==> config.mk <==
export PLATFORM = sky130hd
export DESIGN_NAME = jtag_tap_sampled
export DESIGN_NICKNAME = d
export VERILOG_FILES = /design/src/rtl/jtag_tap_sampled.sv
export SDC_FILE = /design/constraint.sdc
export NUM_CORES = 1
export LEC_CHECK = 0
export CAP_MARGIN = 20
export CORE_MARGIN = 2
export CORE_UTILIZATION = 45
export DETAILED_ROUTE_END_ITERATION = 10
export PLACE_DENSITY_LB_ADDON = 0.25
export SLEW_MARGIN = 20
export SYNTH_ARGS = -nofsm -noshare
export SYNTH_HDL_FRONTEND = slang
export SYNTH_SLANG_ARGS = --single-unit
==> constraint.sdc <==
create_clock -name clk_i -period 2.1 [get_ports clk_i]
set_input_delay 0.315 -clock clk_i [delete_from_list [all_inputs] [get_ports clk_i]]
set_output_delay 0.315 -clock clk_i [all_outputs]
set_load 0.02 [all_outputs]
==> src/rtl/jtag_tap_sampled.sv <==
// IEEE 1149.1 TAP with every JTAG pin oversampled in clk_i; IDCODE, BYPASS and one USER DR.
// Optional build macro JTAG_TAP_TCK_FILTER_EN adds a 2-cycle stability filter on tck.
module jtag_tap_sampled #(
  parameter int                  IR_WIDTH   = 5,
  parameter int                  DR_WIDTH   = 32,
  parameter logic [31:0]         IDCODE_VAL = 32'h1000_1C05,
  parameter logic [IR_WIDTH-1:0] USER_INSTR = 5'h10
) (
  input  logic                clk_i,
  input  logic                rst_ni,
  input  logic                tck_i,
  input  logic                tms_i,
  input  logic                tdi_i,
  input  logic                trst_ni,
  output logic                tdo_o,
  output logic                tdo_oe_o,
  input  logic [DR_WIDTH-1:0] dr_capture_data_i,
  output logic                dr_update_o,
  output logic [DR_WIDTH-1:0] dr_update_data_o
);

  typedef enum logic [3:0] {
    TLR, RTI, SEL_DR, CAP_DR, SH_DR, EX1_DR, PA_DR, EX2_DR, UPD_DR,
    SEL_IR, CAP_IR, SH_IR, EX1_IR, PA_IR, EX2_IR, UPD_IR
  } state_e;

  localparam logic [IR_WIDTH-1:0] IR_IDCODE = IR_WIDTH'(1);

  logic [1:0] tck_s_q, tms_s_q, tdi_s_q, trst_s_q;
  logic       tck_lvl_q, tck_lvl_d;
  logic       tck_acc, tck_rise, tck_fall;

  state_e                state_q, state_d;
  logic [IR_WIDTH-1:0]   ir_q, ir_d, ir_sh_q, ir_sh_d;
  logic [31:0]           id_sh_q, id_sh_d;
  logic [DR_WIDTH-1:0]   dr_sh_q, dr_sh_d, upd_data_q, upd_data_d;
  logic                  byp_q, byp_d, tdo_q, tdo_d, oe_q, oe_d, upd_q, upd_d;
  logic                  tms, tdi, sel_idcode, sel_user;

  assign tms = tms_s_q[1];
  assign tdi = tdi_s_q[1];

`ifdef JTAG_TAP_TCK_FILTER_EN
  // A new tck level must persist for two more cycles before the edge is accepted.
  logic [1:0] flt_cnt_q, flt_cnt_d;
  always_comb begin
    tck_acc   = (tck_s_q[1] != tck_lvl_q) && (flt_cnt_q == 2'd2);
    flt_cnt_d = 2'd0;
    if ((tck_s_q[1] != tck_lvl_q) && !tck_acc) flt_cnt_d = flt_cnt_q + 2'd1;
    tck_lvl_d = tck_acc ? tck_s_q[1] : tck_lvl_q;
  end
  always_ff @(posedge clk_i or negedge rst_ni) begin
    if (!rst_ni) flt_cnt_q <= 2'd0;
    else         flt_cnt_q <= flt_cnt_d;
  end
`else
  always_comb begin
    tck_acc   = tck_s_q[1] != tck_lvl_q;
    tck_lvl_d = tck_s_q[1];
  end
`endif

  assign tck_rise = tck_acc & tck_s_q[1];
  assign tck_fall = tck_acc & ~tck_s_q[1];

  assign sel_idcode = (ir_q == IR_IDCODE);
  assign sel_user   = (ir_q == USER_INSTR);

  function automatic state_e next_state(input state_e s, input logic m);
    case (s)
      TLR:     return m ? TLR    : RTI;
      RTI:     return m ? SEL_DR : RTI;
      SEL_DR:  return m ? SEL_IR : CAP_DR;
      CAP_DR:  return m ? EX1_DR : SH_DR;
      SH_DR:   return m ? EX1_DR : SH_DR;
      EX1_DR:  return m ? UPD_DR : PA_DR;
      PA_DR:   return m ? EX2_DR : PA_DR;
      EX2_DR:  return m ? UPD_DR : SH_DR;
      UPD_DR:  return m ? SEL_DR : RTI;
      SEL_IR:  return m ? TLR    : CAP_IR;
      CAP_IR:  return m ? EX1_IR : SH_IR;
      SH_IR:   return m ? EX1_IR : SH_IR;
      EX1_IR:  return m ? UPD_IR : PA_IR;
      PA_IR:   return m ? EX2_IR : PA_IR;
      EX2_IR:  return m ? UPD_IR : SH_IR;
      UPD_IR:  return m ? SEL_DR : RTI;
      default: return TLR;
    endcase
  endfunction

  always_comb begin
    state_d    = state_q;
    ir_d       = ir_q;
    ir_sh_d    = ir_sh_q;
    id_sh_d    = id_sh_q;
    dr_sh_d    = dr_sh_q;
    byp_d      = byp_q;
    tdo_d      = tdo_q;
    upd_d      = 1'b0;
    upd_data_d = upd_data_q;
    if (!trst_s_q[1]) begin
      state_d = TLR;   // trst overrides any tck event in the same cycle
    end else begin
      if (tck_rise) begin
        case (state_q)
          CAP_IR: ir_sh_d = IR_IDCODE;
          SH_IR:  ir_sh_d = {tdi, ir_sh_q[IR_WIDTH-1:1]};
          CAP_DR: begin
            if (sel_idcode)    id_sh_d = IDCODE_VAL;
            else if (sel_user) dr_sh_d = dr_capture_data_i;
            else               byp_d   = 1'b0;
          end
          SH_DR: begin
            if (sel_idcode)    id_sh_d = {tdi, id_sh_q[31:1]};
            else if (sel_user) dr_sh_d = {tdi, dr_sh_q[DR_WIDTH-1:1]};
            else               byp_d   = tdi;
          end
          default: ;
        endcase
        state_d = next_state(state_q, tms);
      end
      if (tck_fall) begin
        case (state_q)
          SH_IR: tdo_d = ir_sh_q[0];
          SH_DR: tdo_d = sel_idcode ? id_sh_q[0] : (sel_user ? dr_sh_q[0] : byp_q);
          UPD_IR: ir_d = ir_sh_q;
          UPD_DR: begin
            if (sel_user) begin
              upd_d      = 1'b1;
              upd_data_d = dr_sh_q;
            end
          end
          default: ;
        endcase
      end
    end
    if (state_d == TLR) ir_d = IR_IDCODE;
    oe_d = (state_d == SH_IR) || (state_d == SH_DR);
  end

  always_ff @(posedge clk_i or negedge rst_ni) begin
    if (!rst_ni) begin
      tck_s_q    <= '0;
      tms_s_q    <= '0;
      tdi_s_q    <= '0;
      trst_s_q   <= '0;
      tck_lvl_q  <= 1'b0;
      state_q    <= TLR;
      ir_q       <= IR_IDCODE;
      ir_sh_q    <= '0;
      id_sh_q    <= '0;
      dr_sh_q    <= '0;
      byp_q      <= 1'b0;
      tdo_q      <= 1'b0;
      oe_q       <= 1'b0;
      upd_q      <= 1'b0;
      upd_data_q <= '0;
    end else begin
      tck_s_q    <= {tck_s_q[0], tck_i};
      tms_s_q    <= {tms_s_q[0], tms_i};
      tdi_s_q    <= {tdi_s_q[0], tdi_i};
      trst_s_q   <= {trst_s_q[0], trst_ni};
      tck_lvl_q  <= tck_lvl_d;
      state_q    <= state_d;
      ir_q       <= ir_d;
      ir_sh_q    <= ir_sh_d;
      id_sh_q    <= id_sh_d;
      dr_sh_q    <= dr_sh_d;
      byp_q      <= byp_d;
      tdo_q      <= tdo_d;
      oe_q       <= oe_d;
      upd_q      <= upd_d;
      upd_data_q <= upd_data_d;
    end
  end

  assign tdo_o            = tdo_q;
  assign tdo_oe_o         = oe_q;
  assign dr_update_o      = upd_q;
  assign dr_update_data_o = upd_data_q;

endmodule

* After elaboration in Yosys (flattened, before gate mapping)
Cells that the tools add are included.
** Storage, ports and cells
- Register bits after elaboration :: 123
- Input port bits :: 38
- Word-level logic and storage cells :: 105
- Output and inout bits :: 35
** Cells by class
- Bitwise logic cells :: 3
- Mux-type cells :: 40
- Reductions and logical operators :: 19
- Eq/ne operators :: 28
** Operator list (number)
- $mux W32 :: 6
- $pmux W32 S2 :: 2
- $pmux W4 S12 :: 1
- $eq A4 B4 Y1 const B :: 9
- $mux W4 :: 6
- $eq A4 B3 Y1 const B :: 5
- $mux W5 :: 4
- $ne A2 B2 Y1 const B :: 8
- $reduce_and A7 Y1 :: 2
- $mux W1 :: 13
- $reduce_bool A2 Y1 :: 6
- $pmux W5 S2 :: 1
- $reduce_and A3 Y1 :: 3
- $eq A4 B2 Y1 const B :: 2
- $logic_not A4 Y1 :: 2
- $mux W2 :: 3
- $mux W3 :: 2
- $eq A5 B1 Y1 const B :: 1
- $eq A5 B5 Y1 const B :: 1
- $reduce_and A5 Y1 :: 1
- $eq A4 B1 Y1 const B :: 1
- $pmux W1 S2 :: 2
- $reduce_and A4 Y1 :: 1
- $reduce_or A2 Y1 :: 2
- 5 further kinds :: 6

* Depth between registers and ports, before layout
Gate-level depths: netlist of the first run.
- Depth after elaboration :: 8
- Gate-level depth with buffers :: 8
- Gate-level depth less buffers :: 5

* Least setup slack after synthesis of the first run
OpenSTA, ideal clock, no wires.
- Path type :: reg2reg
- From :: register ir_q[1]
- To :: register upd_data_q[0] (netlist: dr_update_data_o[0])
- Data arrival time :: 1.706 ns
- Stages on the path, launching flop included :: 6
- Period minus slack after synthesis :: 1.831 ns
- Path buffers :: 1
- Path slack :: 0.269 ns
- Setup time :: 0.125 ns
- Required time :: 1.975 ns
- Cell sequence :: dfrtp_1 -> or3_4 -> nor3b_2 -> nand4_2 -> buf_6 -> mux2_4
** On the way
- Cells in the longest elaborated chain, start to end :: 2
** RTL lines
- start: declaration :: RTL line 34 : logic [IR_WIDTH-1:0] ir_q, ir_d, ir_sh_q, ir_sh_d;
- start signal: assignment :: RTL line 165 : ir_q <= ir_d;
- $eq A5 B5 Y1 :: RTL line 67 : assign sel_user = (ir_q == USER_INSTR);
- $reduce_and A4 Y1 (no source line)
- end signal: assignment :: RTL line 173 : upd_data_q <= upd_data_d;
- end: declaration :: RTL line 36 : logic [DR_WIDTH-1:0] dr_sh_q, dr_sh_d, upd_data_q, upd_data_d;
No other way between the ends.
A chain may end at the register's enable or synchronous reset.

* Worst setup path after layout of the first run
- From :: register state_q[0]
- To :: register oe_q (netlist: tdo_oe_o)
** On the way
- Cells in the longest elaborated chain, start to end :: 7
- Elaborated cells between the ends (all ways) :: 25
- Those cells by class :: 17 x eq/ne; 3 x mux; 5 x reduce/logical
** RTL lines
- start: declaration :: RTL line 33 : state_e state_q, state_d;
- start signal: assignment :: RTL line 164 : state_q <= state_d;
- $eq A4 B4 Y1, or another cell as far along :: RTL line 70 : case (s)
- $reduce_or A3 Y1 (no source line) or $reduce_or A2 Y1 (tied branches)
- $pmux W4 S12 :: RTL line 70
- $mux W4 (*) :: RTL line 104 : if (tck_rise) begin
- $mux W4 (*) :: RTL line 101 : if (!trst_s_q[1]) begin
- $eq A4 B4 Y1 or $eq A4 B3 Y1 (tied branches) :: RTL line 138 : oe_d = (state_d == SH_IR) || (state_d == SH_DR);
- $logic_or A1 B1 Y1 (*) :: RTL line 138
- net oe_d :: RTL line 37 : logic byp_q, byp_d, tdo_q, tdo_d, oe_q, oe_d, upd_q, upd_d;
- end signal: assignment :: RTL line 155 : oe_q <= 1'b0;
- end signal: assignment :: RTL line 171 : oe_q <= oe_d;
- end: declaration :: RTL line 37
Mark *: on every way through the listed nets, which the timed path passes. The rest lies on a longest branch.

==> flow_metrics.tcl, run 1 <==
set metrics [dict create \
    ys.flop_type "dfrtp_1" \
    drt_iter0_drc 132 \
    synth_nets 526 \
    drc 0 \
    arrival_ps 2300 \
    yosys-top-cells-area "dfrtp_1, mux2_4, nand2_1" \
    core_um2 11910 \
    peakVddDrop_uv 482.8 \
    r2r_slack_ps 150 \
    p_per_area_nw_per_um2 794.1 \
    power_leakage_nw 3.145 \
    overflow 0 \
    dpl.cell_count 694 \
    syn_area_um2 5459 \
    fp.dieH_um 114.1 \
    synth_top_cells_by_count "dfrtp_1, nand2_1, o21ai_0, mux2i_1, mux2_4" \
    fmax_mhz 512.8 \
    report.final.setup_viol 0 \
    antenna_found_initial 0 \
    crit_required_ps 2450 \
    setup_slack_ps 149.8 \
    finalNonFillerCells 728 \
    fin_crit_sh 0.9287 \
    yosys_warnings 0 \
    fin_util 0.5934 \
    fillers 950 \
    cts.sinks 123 \
    status "finished, final reports clean" \
    critPathLaunchType "flip-flop" \
    grt_max_degree 65 \
    clk_pin_slew_ps 60 \
    htreeDepth 4 \
    syn-instance-count 488 \
    worstHoldPathType "primary input to flip-flop" \
    synth-seq-area-share 0.5641 \
    period_needed_ps 1950 \
    routedWlPerCell_um 14.73 \
    place_area_um2 6421 \
    dp_hpwl_um 7109 \
    n_antenna_cell 0 \
    num_vias 3759 \
    synth_top_area_share 0.5592 \
    skew_ps 15.98 \
    async_flop_share 1.000 \
    ys_seq_elements 123 \
    criticalPathCategory "flip-flop to flip-flop" \
    start_util 0.4583 \
    io_pins 73 \
    grt_usage 0.1813 \
    grt_pass1_vias 3723 \
    clk_latency_ps 410 \
    fin_area_um2 7068 \
    crit_fanout 17 \
    die_x_um 114.1 \
    worst_pin_slew_ps 572.2 \
    syn_area_per_cell_um2 11.19 \
    gp_congestion 0.8290 \
    max_slew_margin 0.6150 \
    hold_viol 0 \
    dieArea_um2 13030 \
    syn2layout_area_growth_pct 29.48 \
    routed_wl_um 10730 \
    synth_edf_count 0 \
    yosysUniqueCellTypes 54 \
    antenna_left 0 \
    nNetsFinal 606 \
    cts_made_buffers 17 \
    firstDrtPassIters 4 \
    critPathCaptureType "flip-flop" \
    viasPerCell 5.163 \
    synth.most_common_cell "dfrtp_1" \
    cts_tree "built" \
    port_buffers 72 \
    report.final.slew_viol_count 0 \
    cap_violations 0 \
    clock-root-buffer "clkbuf_16" \
    cts_buffer_depth 2 \
    yosysTopAreaCell "dfrtp_1" \
    grt_pass1_wl_um 18380 \
    rows 40 \
    drive_gt1_frac 0.1824 \
    pre_cts_ws_ps 110.7 \
]
-- stage by stage --
stage	total power [mW]	TNS, ps	hold WS, ps
after floorplan	2.472	0	19.41
after global placement	2.610	0	317.2
after detailed placement	2.612	0	324.0
after CTS	5.670	0	325.1
after global routing	5.821	-29.65	334.3
final	5.613	0	341.0
-- what timing repair did --
action,in CTS,in global routing
setup endpoints to repair,0,1
hold endpoints to repair,31,0
buffers inserted,0,1
hold buffers,1,0
gates resized for setup,0,2
-- worst max-delay path: stages, from the launching register on --
cell and delay, ps:
dfrtp_1 430, buf_4 220, or3b_2 450, o211ai_1 120, o2111a_1 300, o211ai_1 120
a2bb2o_2 250
-- power breakdown --
group / internal, mW / switching (mW) / leakage [nW] / total, mW
Combinational: 0.0935 / 0.0840 / 1.32 / 0.177
Clock: 1.98 / 1.06 / 0.299 / 3.04
Sequential: 2.38 / 0.0104 / 1.53 / 2.39
Total: 4.46 / 1.15 / 3.15 / 5.61
-- sequential cells by signal, summed over array words and instances, names as in the netlist --
| name | count |
|---|---|
| byp_q | 1 |
| dr_sh_q | 32 |
| dr_update_data_o | 32 |
| dr_update_o | 1 |
| id_sh_q | 32 |
| ir_q | 5 |
| ir_sh_q | 5 |
| state_q | 4 |
| tck_lvl_q | 1 |
| tck_s_q | 2 |
| tdi_s_q | 2 |
| tdo_o | 1 |
| tdo_oe_o | 1 |
| tms_s_q | 2 |
| trst_s_q | 2 |
-- cell type report --
| type | instances | area [µm²] | area share |
|---|---|---|---|
| well taps | 147 | 183.9 | 0.02602 |
| clock inverters | 15 | 197.7 | 0.02797 |
| multi-input cells | 328 | 2201 | 0.3114 |
| repair buffers | 92 | 958.4 | 0.1356 |
| clock buffers | 17 | 425.4 | 0.06019 |
| inverters | 6 | 22.52 | 0.003186 |
| flip-flops and latches | 123 | 3079 | 0.4357 |
-- per-layer routing --
layer | global-route usage | vias to the layer above | wire, µm
met5 | 0 | - | 0
met2 | 0.2702 | 80 | 5028
li1 | - | 1851 | -
met4 | 0.06016 | 0 | 82
met1 | 0.2463 | 1819 | 5082
met3 | 0.06723 | 9 | 534
-- final timing paths --
path                              from                   end  depth (start not counted)
setup / recovery            state_q[0]              tdo_oe_o                          6
hold / removal                   tms_i            tms_s_q[0]                          1
setup reg to reg            state_q[0]              tdo_oe_o                          6
hold reg to reg            trst_s_q[0]           trst_s_q[1]                          0
max in group asynchronous       rst_ni  dr_update_data_o[27]                          3
min in group asynchronous       rst_ni            state_q[3]                          2
-- cell usage in the layout, fill, tap and decap left out, types with 3 or more instances in the layout --
| master | Yosys | routed |
|---|---|---|
| buf_4 | 4 | 13 |
| nor2_1 | 14 | 14 |
| nand3_1 | 5 | 5 |
| inv_1 | 4 | 4 |
| buf_12 | 0 | 7 |
| nand3b_1 | 3 | 3 |
| mux2_4 | 29 | 29 |
| clkinv_2 | 0 | 4 |
| nand2b_1 | 5 | 5 |
| and2_1 | 4 | 4 |
| a31oi_1 | 3 | 3 |
| o21ai_0 | 68 | 68 |
| a21oi_1 | 8 | 8 |
| mux2_2 | 6 | 6 |
| o211ai_1 | 3 | 3 |
| bufinv_16 | 0 | 4 |
| nand2_1 | 100 | 99 |
| clkinvlp_4 | 0 | 3 |
| clkdlybuf4s50_1 | 0 | 71 |
| o21ai_1 | 4 | 4 |
| mux2i_1 | 35 | 35 |
| clkbuf_16 | 0 | 17 |
| dfrtp_1 | 122 | 122 |
| nor2b_1 | 4 | 4 |
-- cells by family after synthesis --
family | count (synthesis) | synth area share
AND/OR/NAND/NOR | 154 | 0.1322
flip-flops | 123 | 0.5641
AO/OA/AOI/OAI | 103 | 0.1112
multiplexers | 70 | 0.1563
buffers and inverters | 37 | 0.03461
XOR/XNOR | 1 | 0.001605
Power figures use the tool's default switching activity.
==> run 2, diff against run 1 <==
==> constraint.sdc (replaced) <==
create_clock -name clk_i -period 1.6 [get_ports clk_i]
set_input_delay 0.24 -clock clk_i [delete_from_list [all_inputs] [get_ports clk_i]]
set_output_delay 0.24 -clock clk_i [all_outputs]
set_load 0.02 [all_outputs]
==> run 2 against run 1 <==
Compared with the run above:
- the flow now finishes with violations (negative setup slack)
- combinational power rose by 63%
- critical path depth fell by 1
- routed wire length rose by 22%
- final area rose by 10%
- clock skew fell by 2.1 ps
- core utilization rose by 6.2 points
- total power rose by 23%
- largest cell class unchanged
- largest power group unchanged
- sequential share of layout area fell by 4.1 points
- global-route usage rose by 2.8 points
- sequential power rose by 31%
==> flow_metrics.tcl, run 2 (synthesized netlist as in run 1, its figures left out) <==
set metrics [dict create \
    antenna_found_initial 0 \
    n_antenna_cell 0 \
    cts.sinks 123 \
    clk_pin_slew_ps 50 \
    clk_latency_ps 410 \
    place_area_um2 6782 \
    power_leakage_nw 3.708 \
    criticalPathCategory "flip-flop to flip-flop" \
    layout_common_cells "dfrtp_1, nand2_1, buf_4, o21ai_0, clkdlybuf4s50_1" \
    final_common_cell "dfrtp_1" \
    port_buffers 72 \
    routedWlPerCell_um 16.66 \
    dieArea_um2 13030 \
    report.final.setup_viol 107 \
    hold_start "tck_i" \
    fp.dieH_um 114.1 \
    setup.worst_path.start "ir_q[2]" \
    max_slew_margin 0.6801 \
    syn2layout_area_growth_pct 42.91 \
    gp_congestion 0.8439 \
    worstHoldPathType "primary input to flip-flop" \
    tns_ps -25020 \
    rsz0062_at_grt "true" \
    fin_area_um2 7801 \
    critPathCaptureType "flip-flop" \
    firstDrtPassIters 4 \
    core_um2 11910 \
    r2r_slack_ps -320 \
    violations "negative setup slack" \
    grt_max_degree 38 \
    nNetsFinal 663 \
    routed_wl_um 13060 \
    drt_iter0_drc 236 \
    p_per_area_nw_per_um2 887.4 \
    crit_fanout 16 \
    worst_pin_slew_ps 476.2 \
    arrival_ps 2210 \
    grt_pass1_vias 4244 \
    grt_usage 0.2096 \
    cts_tree "built" \
    clock-root-buffer "clkbuf_16" \
    cts_made_buffers 17 \
    fmax_mhz 521.6 \
    antenna_left 0 \
    io_pins 73 \
    critPathLaunchType "flip-flop" \
    drive_gt1_frac 0.2810 \
    whs_ps 273.1 \
    num_vias 4150 \
    htreeDepth 4 \
    crit_required_ps 1890 \
    die_x_um 114.1 \
    cts_buffer_depth 2 \
    status "finished with violations" \
    dp_hpwl_um 7706 \
    hold_viol 0 \
    report.final.slew_viol_count 0 \
    setup_slack_ps -317.1 \
    rows 40 \
    viasPerCell 5.293 \
    peakVddDrop_uv 609.2 \
    overflow 0 \
    period_needed_ps 1917 \
    skew_ps 13.84 \
    grt_pass1_wl_um 21420 \
    fin_crit_sh 1.198 \
    fin_util 0.6549 \
    start_util 0.4583 \
    worstReg2RegStart "ir_q[2]" \
    cap_violations 0 \
    drc 0 \
]
run 2: cell types whose count changed in the layout (fill, tap and decap cells not counted), sizes merged:
cell and delta:
clkbuf +10, bufbuf +2, buf +51, inv -2
clkinvlp -1, clkinv -1, dlygate4sd2 +33, clkdlybuf4s50 -35
bufinv -3, dlymetal6s2s +2
run 2: what timing repair did:
action	CTS	global route
gates cloned	2	5
hold buffers	1	0
pin swaps	9	6
gates resized for setup	80	32
setup buffers	9	4
hold endpoints to repair	29	0
setup endpoints to repair	142	115
run 2: layer usage:
metal / global-route usage / routed length (µm) / vias up
met5: 0 / 0 / -
met4: 0.08211 / 206 / 0
met3: 0.06723 / 601 / 18
met2: 0.3163 / 6349 / 87
met1: 0.2834 / 5907 / 2071
li1: - / - / 1974
run 2: layout make-up:
cell class	instances	area (µm²)
Clock buffer	23	467.9
Clock inverter	8	70.07
Fill cell	890	4110
Inverter	6	22.52
Multi-Input combinational cell	328	2405
Sequential cell	123	3082
Tap cell	147	183.9
Timing Repair Buffer	149	1570
run 2: final timing paths:
check | end | cells after the start
setup / recovery | dr_update_data_o[3] | 5
hold / removal | tck_s_q[0] | 1
setup reg to reg | dr_update_data_o[3] | 5
hold reg to reg | trst_s_q[1] | 0
max in group asynchronous | ir_q[0] | 3
min in group asynchronous | dr_update_data_o[22] | 2
run 2: critical path: stages, from the launching register on:
cell and delay (ps):
dfrtp_1 380, or3_4 410, nor3b_4 240, nand4_4 220
buf_12 230, mux2_4 310
run 2: through the flow:
stage,setup slack (ps),total power [mW],instances
final,-317.1,6.923,784
after global routing,-412.2,7.195,784
after global placement,-310.0,3.457,732
after CTS,-261.9,6.985,775
after floorplan,-189.7,3.250,488
after detailed placement,-355.2,3.462,732
run 2: report_power, final:
group	total [mW]	switching, mW	leakage [nW]	internal (mW)
sequential	3.14	0.0120	1.52	3.13
combinational	0.289	0.134	1.92	0.155
clock	3.49	1.30	0.263	2.19
